File: config.mk
export PLATFORM = sky130hd
export DESIGN_NAME = uart_rx
export DESIGN_NICKNAME = d
export VERILOG_FILES = /design/src/rtl/uart_rx.sv
export SDC_FILE = /design/constraint.sdc
export NUM_CORES = 1
export LEC_CHECK = 0
export ABC_AREA = 1
export BUFFER_PORTS_ARGS = -buffer_cell sky130_fd_sc_hd__buf_2
export CORE_UTILIZATION = 60
export CTS_CLUSTER_DIAMETER = 150
export DETAILED_ROUTE_END_ITERATION = 10
export GPL_TIMING_DRIVEN = 0
export PLACE_DENSITY = 0.82
export SYNTH_ARGS = -nofsm -noshare
export SYNTH_HDL_FRONTEND = slang
export SYNTH_SLANG_ARGS = --single-unit
File: constraint.sdc
create_clock -name clock -period 3.5 [get_ports clock]
set_input_delay 0.175 -clock clock [delete_from_list [all_inputs] [get_ports clock]]
set_output_delay 0.175 -clock clock [all_outputs]
set_load 0.02 [all_outputs]
File: src/rtl/uart_rx.sv
// -----------------------------------------------------------------------------
// uart_rx -- 16x-oversampling UART receiver with configurable character format.
//
// Receives one asynchronous serial character (start, 5..8 data bits LSB first,
// optional parity, one stop bit). Each finished character is offered to a
// receive FIFO, and one-cycle status pulses are raised alongside it.
//
// Ports
//   clock            single clock for all logic
//   reset            synchronous, active-high
//   baudRateX16tick  one-cycle enable pulse at 16x the bit rate
//   controlReg[6:0]  [1:0] data bits-5, [3] parity enable, [4] even parity,
//                    [5] stick parity; [2] and [6] unused
//   uartRxLine       asynchronous serial input, idle high
//   fifoFull         receive FIFO cannot accept a write
//   fifoWe           one-cycle FIFO write strobe
//   fifoData[7:0]    received character, first data bit in bit 0
//   parityError, frameError, breakDetected, overrunError
//                    one-cycle status pulses, aligned with the character
//   busy             high whenever the receiver is not idle
// -----------------------------------------------------------------------------
module uart_rx (
  input  logic       clock,
  input  logic       reset,
  input  logic       baudRateX16tick,
  input  logic [6:0] controlReg,
  input  logic       uartRxLine,
  input  logic       fifoFull,
  output logic       fifoWe,
  output logic [7:0] fifoData,
  output logic       parityError,
  output logic       frameError,
  output logic       breakDetected,
  output logic       overrunError,
  output logic       busy
);

  typedef enum logic [2:0] {
    S_IDLE, S_START, S_DATA, S_PARITY, S_STOP, S_RECOVER
  } state_e;

  state_e      state_q, state_d;
  logic        sync1_q, sync1_d, sync2_q, sync2_d;
  logic        rx_prev_q, rx_prev_d;
  logic [2:0]  arm_q, arm_d;
  logic [3:0]  cnt_q, cnt_d;
  logic [2:0]  bit_q, bit_d;
  logic [7:0]  data_q, data_d;
  logic [1:0]  len_q, len_d;
  logic        par_en_q, par_en_d, even_q, even_d, stick_q, stick_d;
  logic        par_acc_q, par_acc_d, par_err_q, par_err_d, zero_q, zero_d;
  logic        we_q, we_d, perr_q, perr_d, ferr_q, ferr_d;
  logic        brk_q, brk_d, ovr_q, ovr_d;
  logic [7:0]  fdata_q, fdata_d;
  logic        rx_s, sample, exp_par;
  logic        unused_ctrl;

  assign rx_s        = sync2_q;
  assign unused_ctrl = ^{controlReg[6], controlReg[2]};

  // Mid-bit sample point in DATA/PARITY/STOP: the 16th tick, where the
  // counter wraps back to 0 on its own.
  assign sample = baudRateX16tick && (cnt_q == 4'd15);

  always_comb begin
    // NOTE: every _d takes a default first, so no path through the case
    // statement leaves a variable unassigned (which would infer a latch).
    state_d   = state_q;
    sync1_d   = uartRxLine;
    sync2_d   = sync1_q;
    rx_prev_d = rx_s;
    // Fills with ones after reset; edges count only once both rx_prev_q and
    // rx_s hold real line samples rather than the forced reset value.
    arm_d     = {arm_q[1:0], 1'b1};
    cnt_d     = cnt_q;
    bit_d     = bit_q;
    data_d    = data_q;
    len_d     = len_q;
    par_en_d  = par_en_q;
    even_d    = even_q;
    stick_d   = stick_q;
    par_acc_d = par_acc_q;
    par_err_d = par_err_q;
    zero_d    = zero_q;
    fdata_d   = fdata_q;
    we_d      = 1'b0;
    perr_d    = 1'b0;
    ferr_d    = 1'b0;
    brk_d     = 1'b0;
    ovr_d     = 1'b0;
    exp_par   = stick_q ? ~even_q : ~(par_acc_q ^ even_q);

    case (state_q)
      S_IDLE: begin
        if (arm_q[2] && rx_prev_q && !rx_s) begin
          state_d = S_START;
          cnt_d   = 4'd0;
          bit_d   = 3'd0;
        end
      end

      S_START: begin
        if (baudRateX16tick) begin
          if (cnt_q == 4'd7) begin
            cnt_d = 4'd0;
            if (rx_s) begin
              state_d = S_IDLE;            // false start
            end else begin
              // Format is frozen here for the whole character.
              state_d   = S_DATA;
              len_d     = controlReg[1:0];
              par_en_d  = controlReg[3];
              even_d    = controlReg[4];
              stick_d   = controlReg[5];
              data_d    = 8'h00;
              par_acc_d = 1'b0;
              par_err_d = 1'b0;
              zero_d    = 1'b1;
            end
          end else begin
            cnt_d = cnt_q + 4'd1;
          end
        end
      end

      S_DATA: begin
        if (baudRateX16tick) cnt_d = cnt_q + 4'd1;
        if (sample) begin
          data_d[bit_q] = rx_s;
          par_acc_d     = par_acc_q ^ rx_s;
          zero_d        = zero_q & ~rx_s;
          bit_d         = bit_q + 3'd1;
          if (bit_q == ({1'b0, len_q} + 3'd4)) begin
            state_d = par_en_q ? S_PARITY : S_STOP;
          end
        end
      end

      S_PARITY: begin
        if (baudRateX16tick) cnt_d = cnt_q + 4'd1;
        if (sample) begin
          par_err_d = rx_s ^ exp_par;
          zero_d    = zero_q & ~rx_s;
          state_d   = S_STOP;
        end
      end

      S_STOP: begin
        if (baudRateX16tick) cnt_d = cnt_q + 4'd1;
        if (sample) begin
          state_d = rx_s ? S_IDLE : S_RECOVER;
          fdata_d = data_q;
          we_d    = !fifoFull;
          ovr_d   = fifoFull;
          ferr_d  = !rx_s;
          brk_d   = zero_q & !rx_s;
          perr_d  = par_err_q;
        end
      end

      S_RECOVER: begin
        // Ticks are ignored; a held-low break is reported only once.
        if (rx_s) state_d = S_IDLE;
      end

      default: state_d = S_IDLE;
    endcase
  end

  always_ff @(posedge clock) begin
    // NOTE: sequential state uses non-blocking assignments only, so every
    // flop sees the pre-edge values of the others.
    if (reset) begin
      state_q   <= S_IDLE;
      sync1_q   <= 1'b1;
      sync2_q   <= 1'b1;
      rx_prev_q <= 1'b1;
      arm_q     <= 3'b000;
      cnt_q     <= 4'd0;
      bit_q     <= 3'd0;
      data_q    <= 8'h00;
      len_q     <= 2'd0;
      par_en_q  <= 1'b0;
      even_q    <= 1'b0;
      stick_q   <= 1'b0;
      par_acc_q <= 1'b0;
      par_err_q <= 1'b0;
      zero_q    <= 1'b0;
      fdata_q   <= 8'h00;
      we_q      <= 1'b0;
      perr_q    <= 1'b0;
      ferr_q    <= 1'b0;
      brk_q     <= 1'b0;
      ovr_q     <= 1'b0;
    end else begin
      state_q   <= state_d;
      sync1_q   <= sync1_d;
      sync2_q   <= sync2_d;
      rx_prev_q <= rx_prev_d;
      arm_q     <= arm_d;
      cnt_q     <= cnt_d;
      bit_q     <= bit_d;
      data_q    <= data_d;
      len_q     <= len_d;
      par_en_q  <= par_en_d;
      even_q    <= even_d;
      stick_q   <= stick_d;
      par_acc_q <= par_acc_d;
      par_err_q <= par_err_d;
      zero_q    <= zero_d;
      fdata_q   <= fdata_d;
      we_q      <= we_d;
      perr_q    <= perr_d;
      ferr_q    <= ferr_d;
      brk_q     <= brk_d;
      ovr_q     <= ovr_d;
    end
  end

  assign fifoWe        = we_q;
  assign fifoData      = fdata_q;
  assign parityError   = perr_q;
  assign frameError    = ferr_q;
  assign breakDetected = brk_q;
  assign overrunError  = ovr_q;
  assign busy          = (state_q != S_IDLE);

endmodule

* Yosys cells after proc, flatten, opt, wreduce, memory -nomap -nowiden
Cells that the tools add are included.
** Cells by class
- Add/subtract/negate cells :: 3
- $lt $le $gt $ge :: 2
- Equality and inequality tests :: 19
- Mux-type cells :: 42
- Bitwise gates (word level) :: 10
- Reduce and logical (&&, ||, !) cells :: 24
** Operator list (count)
- two-way mux 3 bit :: 12
- two-way mux 8 bit :: 4
- inequality test 2 bit, second input constant :: 9
- case mux 3 bit (6 select lines) :: 1
- two-way mux 4 bit :: 4
- case mux 8 bit (2 select lines) :: 1
- AND reduction 5 bit :: 3
- two-way mux 1 bit :: 12
- case mux 4 bit (3 select lines) :: 1
- bitwise mux 8 bit :: 1
- AND reduction 4 bit :: 2
- AND reduction 8 bit :: 1
- nonzero test 2 bit :: 4
- equality test 3 x 2 -> 1 bit, second input constant :: 2
- equality test 3 bit, second input constant :: 2
- case mux 1 bit (2 select lines) :: 3
- case mux 3 bit (2 select lines) :: 1
- nonzero test 3 bit :: 2
- OR reduction 3 bit :: 2
- NOT 1 bit :: 5
- adder 4 x 1 -> 4 bit, second input constant :: 1
- equality test 4 x 3 -> 1 bit, second input constant :: 1
- equality test 4 bit, second input constant :: 1
- logical AND 1 bit :: 4
- other kinds (16) :: 21
** Storage, ports and cells
- Register bits :: 45
- Output and inout port bits :: 14

* Depth between registers and ports, before layout
Gate-level depths: netlist of the first run.
- Word-level depth :: 7
- Depth in mapped cells :: 11

* Worst setup path before layout of the first run
OpenSTA, ideal clock, no wires.
- Path type :: register -> register
- Start point :: reg cnt_q[0]
- End point :: reg data_q[6]
- Library setup time :: 0.070 ns
- Data arrival time :: 1.379 ns
- Data required time :: 3.430 ns
- Setup slack :: 2.051 ns
- Cell stages (with the launch flop) :: 10
- Path buffers :: 1
- Clock period less this slack :: 1.449 ns
- Path through :: dfxtp_1 -> ha_1 -> nand2_1 -> inv_1 -> nand2_2 -> nand2_4 -> buf_6 -> nand3_4 -> or2_0 -> a21oi_1
** Between the ends
- Longest elaborated chain between the ends :: 4
** RTL lines
- start, declared :: line 46 : logic [3:0] cnt_q, cnt_d;
- start signal, assigned :: line 201 : cnt_q <= cnt_d;
- equality test 4 bit :: line 63 : assign sample = baudRateX16tick && (cnt_q == 4'd15);
- logical AND 1 bit :: line 63
- inequality test 2 bit (no line)
- AND reduction 5 bit (no line) *
- end signal, assigned :: line 203 : data_q <= data_d;
- end, declared :: line 48 : logic [7:0] data_q, data_d;
Mark *: on every way between the ends. The rest lies on a longest branch, timed or not.
A chain may end at the register's enable or synchronous reset.

* Worst setup path in the final report of the first run
- Start point :: reg cnt_q[0]
- End point :: reg fdata_q[7], in the netlist fifoData[7]
** Between the ends
- Longest elaborated chain between the ends :: 3
** RTL lines
- equality test 4 bit :: line 63
- logical AND 1 bit :: line 63
- AND reduction 2 bit (no line)
- end signal, assigned :: line 211 : fdata_q <= fdata_d;
- end, declared :: line 54 : logic [7:0] fdata_q, fdata_d;
Every way passes these cells.

==> summary.md, run 1 <==
| Metric | Value |
|---|---|
| Status | completed |
| # diodes | 0 |
| DRC viols | 0 |
| Critical-path cell list | ha_1, nand2_1, inv_1, nand2_2, nor2_2, inv_2, nor2_1, nor2_1 |
| Post-Syn Area | 2130 µm² |
| Minimum clock period | 1.80 ns |
| Syn Nets | 312 |
| Largest net degree at the start of global routing | 14 |
| Nets | 344 |
| Post-route ant nets | 0 |
| Clock skew | 0.00473 ns |
| WL/cell | 12.6 µm |
| Met1 usage | 33.4% |
| Die Width | 61.6 µm |
| CTS buffer count | 5 |
| Clock sinks | 45 |
| Most common cell after layout, fill and taps aside | nand2_1 |
| Synthesized area per cell | 7.15 µm² |
| Most frequent CP cell | nor2_1 |
| Boundary Pins | 26 |
| Highest clock rate | 554 MHz |
| Core area | 3360 µm² |
| Share of layout cells above drive strength 1 | 16.9% |
| Tot GR Track Use | 27.3% |
| Cell Rows | 21 |
| Via density | 5.41 |
| Cells after synthesis | 298 |
| Crit Path Class | reg2reg |
| Final period utilization | 51.6% |
| Cts repair resizes | 0 |
| Reg area | 901 µm² |
| Clock buffer depth | 2 |
| Final setup fails | 0 |
| Final hold viol count | 0 |
| RSZ-0062 raised after global routing | no |
| Total Power | 0.00157 W |
| #FFs+latches synth | 45 |
| TritonCTS clock tree | done |
| Power Density | 654 nW/µm² |
| Cell with the largest stage delay on the worst path | dfxtp_1 |
| Worst-Margin Slew | 0.553 ns |
| Die ar. | 3790 µm² |
| Vias in the first global route | 1753 |
| Hpwl dp | 3340 µm |
| Worst Path Arrival | 2.06 ns |
| Reported max-cap violation count | 0 |
| Worst vdd ir | 0.341 mV |
| Met2 Use GR | 47.0% |
| Filler instances | 307 |
| Footprint of the multi-input gates | 1080 µm² |
| Die height | 61.6 µm |
| Crit path capture type | register |
| Post-CTS Hold Buffers | 2 |
| First-pass GRT wire length | 7530 µm |
| Skew-Pair Late Insertion Delay | 0.35 ns |
| Fin. max-slew vios | 0 |
| Sequential area share after synthesis | 42.3% |
| Vias post-DR | 2041 |
| Setup total negative slack | 0 ns |
| Startpoint types | register |
| Final Cell Area | 2410 µm² |
| Gr busiest metal | met2 |
| Placed inst area | 2300 µm² |
| DRT Pass-1 Iters | 5 |
| Crit Path Max Fanout | 10 |
| Starting Density | 63.3% |
| CTS clk-pin slew, worst paths | 0.12 ns |
| M3 GR Usage | 5.46% |
| Setup bufs post-CTS | 0 |
| Pre-CTS setup slack | 1.79 ns |
| Initial antenna violation count | 0 |
| Worst setup margin | 1.70 ns |
| Ys Warns | 0 |
| Area Overhead vs Synth | 13.0% |
| Post-synth cell types | 29 |
| Non-Filler Instances | 377 |
| Worst min path class | in2reg |
| Pleak | 1.05 nW |
| Placed Instances | 367 |
| Max-slew headroom | 63.2% |
| Worst path max stage delay | 0.43 ns |
| Starting DRT DRC Count | 156 |
| # port buffers | 23 |
| CP required | 3.76 ns |
| H-tree depth | 2 |
| Most frequent cells in the layout | nand2_1, nor2_1, dfxtp_1 |
| GP Congestion | 0.902 |
| GRT overflow | 0 |
| Wirelength, routed | 4750 µm |
| Clock root cell | clkbuf_4 |
sequential cells by signal, summed over array words and instances (netlist names), 2 cells and up:
signal / count
data_q: 8
cnt_q: 4
bit_q: 3
state_q: 3
len_q: 2
fifoData: 8
arm_q: 3
path summary, 6_finish.rpt:
check	start	to	slack (ns)	cells after the start
setup / recovery	cnt_q[0]$_SDFFE_PP0P_	fifoData[7]$_SDFFE_PP0P_	1.70	8
hold / removal	controlReg[4]	even_q$_SDFFE_PP0P_	0.05	3
setup reg to reg	cnt_q[0]$_SDFFE_PP0P_	fifoData[7]$_SDFFE_PP0P_	1.70	8
hold reg to reg	arm_q[0]$_DFF_P_	arm_q[1]$_SDFF_PP0_	0.41	2
power by group:
group	leakage [nW]	total (W)	internal [W]	switching (W)
logic	0.642	0.000648	0.000210	0.000438
registers	0.365	0.000597	0.000552	0.0000449
clock network	0.0455	0.000328	0.000171	0.000158
kinds of logic (layout without fill, tap and decap cells):
logic type	after synthesis	count (layout)	synth area share, %
compound gates	46	46	11.1
xor+xnor	2	2	0.823
fa+ha+maj	2	2	1.17
flops	45	45	42.3
buf+inv	35	68	7.17
simple gates	168	168	37.4
layout make-up:
class	instances	share of cell area [%]
timing repair buffer	25	5.61
inverter	27	4.21
clock inverter	1	1.25
sequential	45	37.4
buffer	8	2.13
clock buffer	7	2.29
multi-input combinational	218	44.7
tap	46	2.39
critical path: cells and delay by family (launching register included):
family	cells	cell delay, ns
fa+ha+maj	1	0.23
flops	1	0.43
buf+inv	2	0.29
simple gates	5	0.76
routing by layer:
| layer | up-vias | part of all wire, % |
|---|---|---|
| met5 | - | 0 |
| met4 | 0 | 2.0 |
| met3 | 11 | 4.5 |
| met2 | 69 | 49 |
| met1 | 925 | 45 |
| li1 | 1036 | - |
synth_stat cells, drive strengths merged:
master / n / area (µm²)
nor2: 51 / 214
nand4: 18 / 113
nor3: 1 / 5.00
xnor2: 1 / 8.76
xor2: 1 / 8.76
dfxtp: 45 / 901
or2: 12 / 75.1
clkbuf: 2 / 7.51
a21oi: 23 / 119
nand2: 66 / 273
ha: 2 / 25.0
nand3b: 2 / 15.0
inv: 27 / 101
buf: 6 / 43.8
o21a: 1 / 7.51
nand3: 18 / 103
o21ai: 22 / 110
per-stage QoR:
| step | utilization (%) | hold WS, ns |
|---|---|---|
| 6_report | 71.6 | 0.0463 |
| 5_1_grt | 71.6 | 0.0619 |
| 4_1_cts | 71.6 | 0.0461 |
| 3_5_place_dp | 68.5 | 0.361 |
| 3_3_place_gp | 68.5 | 0.346 |
| 2_1_floorplan | - | 0.247 |
(Power assumes the default switching activity.)
==> run 2: changes to the inputs <==
- CORE_UTILIZATION: 60 -> 57
- PLACE_DENSITY: 0.82 -> 0.78
- clock period: 3.5 -> 1.8 ns (I/O delays scaled with it)
==> summary.md, run 2 (same netlist as run 1, synthesis figures left out) <==
| Metric | Value |
|---|---|
| Worst-Margin Slew | 0.491 ns (-0.0615 ns) |
| Setup bufs post-CTS | 0 (unchanged) |
| Minimum clock period | 1.63 ns (-0.170 ns) |
| Crit Path Max Fanout | 7 (-3) |
| Boundary Pins | 26 (unchanged) |
| Tot GR Track Use | 24.0% (-3.2 points) |
| Internal cell power | 0.00190 W (+100%) |
| Highest clock rate | 612 MHz (+10%) |
| GRT overflow | 0 (unchanged) |
| Flop pwr share | 37.1% (-0.8 points) |
| Final hold viol count | 0 (unchanged) |
| H-tree depth | 2 (unchanged) |
| Startpoint types | register |
| Combinational share of power | 39.4% (-1.8 points) |
| Net Sw Power | 0.00123 W (+92%) |
| CTS buffer count | 5 (unchanged) |
| Starting Density | 61.4% (-1.9 points) |
| # port buffers | 23 (unchanged) |
| Worst Path Arrival | 1.81 ns (-0.25 ns) |
| Nets | 344 (unchanged) |
| Footprint of the multi-input gates | 1080 µm² (+0.23%) |
| Wirelength, routed | 4320 µm (-9.0%) |
| Filler instances | 317 (+3.3%) |
| Area Overhead vs Synth | 14.5% |
| Worst vdd ir | 0.938 mV (+170%) |
| First-pass GRT wire length | 7650 µm (+1.5%) |
| Cell Rows | 21 (unchanged) |
| Critical-path cell list | nor2_2, nor2_1, o21ai_0, nand2_1, o21ai_0, a21oi_1 |
| Sw Ratio | 39.3% (-1.4 points) |
| Reg area | 903 µm² (+0.28%) |
| Clock skew | 0.00783 ns (+0.00311 ns) |
| Worst path max stage delay | 0.40 ns (-0.03 ns) |
| Vias post-DR | 1913 (-6.3%) |
| Die ar. | 3980 µm² (+5.1%) |
| Reported max-cap violation count | 0 (unchanged) |
| Final period utilization | 90.8% (+39 points) |
| Most common cell after layout, fill and taps aside | nand2_1 |
| DRC viols | 0 (unchanged) |
| Worst min path class | in2reg |
| Post-route ant nets | 0 (unchanged) |
| Clock buffer depth | 2 (unchanged) |
| Pleak | 1.06 nW (+0.75%) |
| WL/cell | 11.5 µm (-9.0%) |
| RSZ-0062 raised after global routing | yes |
| CTS clk-pin slew, worst paths | 0.08 ns (-0.04 ns) |
| Most frequent CP cell | o21ai_0 |
| Status | completed |
| Cell with the largest stage delay on the worst path | dfxtp_1 |
| Largest net degree at the start of global routing | 15 (+1) |
| Die Width | 63.1 µm (+2.5%) |
| Most frequent cells in the layout | nand2_1, nor2_1, dfxtp_1 |
| Crit Path Class | reg2reg |
| Share of layout cells above drive strength 1 | 17.8% (+0.91 points) |
| GP Congestion | 0.878 (-2.7%) |
| # diodes | 0 (unchanged) |
| Max-slew headroom | 67.3% (+4.1 points) |
| Initial antenna violation count | 0 (unchanged) |
| Die height | 63.1 µm (+2.5%) |
| Clock sinks | 45 (unchanged) |
| Setup total negative slack | 0 ns (unchanged) |
| Power Density | 1290 nW/µm² (+97%) |
| Hold slack | 0.0265 ns (-0.0198 ns) |
| Final setup fails | 0 (unchanged) |
| Crit path capture type | register |
| Core area | 3470 µm² (+3.1%) |
| Hpwl dp | 3210 µm (-3.7%) |
| Vias in the first global route | 1681 (-4.1%) |
| Skew-Pair Late Insertion Delay | 0.29 ns (-0.06 ns) |
| Clock root cell | clkbuf_8 |
| Via density | 5.07 (-6.3%) |
| Clock power frac | 23.5% (+2.6 points) |
| TritonCTS clock tree | done |
| CP required | 1.97 ns (-1.79 ns) |
| Starting DRT DRC Count | 118 (-24%) |
| Fin. max-slew vios | 0 (unchanged) |
| Total Power | 0.00313 W (+99%) |
| DRT Pass-1 Iters | 4 (-1) |
## run 2: routing by layer
metal,wire [µm],vias to the layer above,global-route usage [%]
met3,238,2,5.07
met1,2170,818,33.0
met5,0,-,0
met2,1890,49,38.0
li1,-,1044,-
met4,23,0,6.10
## run 2: critical path, delay by kind of cell (launching register included)
kind / cells / cell delay [ns]
AOI/OAI and AO/OA: 3 / 0.59
and+or+nand+nor: 3 / 0.53
DFF: 1 / 0.40
## run 2: repair_timing
action                                 CTS  global route
setup endpoints to repair                0            18
hold buffers                             2             0
endpoints found under the hold margin    2             0
gates resized for setup                  0             3
## run 2: area by class of cell
cell class / count / area share [%]
timing repair buffer: 25 / 5.54
tap: 46 / 2.36
clock inverter: 2 / 1.59
inverter: 27 / 4.16
sequential: 45 / 37.0
multi-input combinational: 218 / 44.2
buffer: 8 / 2.10
clock buffer: 6 / 2.98
## run 2: power groups by stage
stage / logic [W] / clock network, W / registers (W)
2_1_floorplan: 0.000986 / 0 / 0.00116
3_3_place_gp: 0.00120 / 0 / 0.00118
3_5_place_dp: 0.00122 / 0 / 0.00118
4_1_cts: 0.00123 / 0.000762 / 0.00116
5_1_grt: 0.00141 / 0.000799 / 0.00117
6_report: 0.00123 / 0.000738 / 0.00116
## run 2: metrics by stage
step / setup WS [ns] / cells / utilization (%) / area (µm²)
final: 0.165 / 377 / 70.3 / 2440
after global routing: -0.00937 / 377 / 70.3 / 2440
after CTS: 0.112 / 377 / 70.2 / 2430
after detailed placement: 0.148 / 367 / 66.4 / 2300
after global placement: 0.153 / 367 / 66.4 / 2300
after floorplan: 0.351 / 298 / - / 2130
## run 2: worst paths after layout
check                     startpoint                     to  slack (ns)  depth (start not counted)
max          state_q[1]$_SDFFE_PP0P_  cnt_q[1]$_SDFFE_PP0P_        0.17                          6
min                    controlReg[5]   stick_q$_SDFFE_PP0P_        0.03                          3
max reg2reg  state_q[1]$_SDFFE_PP0P_  cnt_q[1]$_SDFFE_PP0P_        0.17                          6
min reg2reg         arm_q[0]$_DFF_P_    arm_q[1]$_SDFF_PP0_        0.41                          2
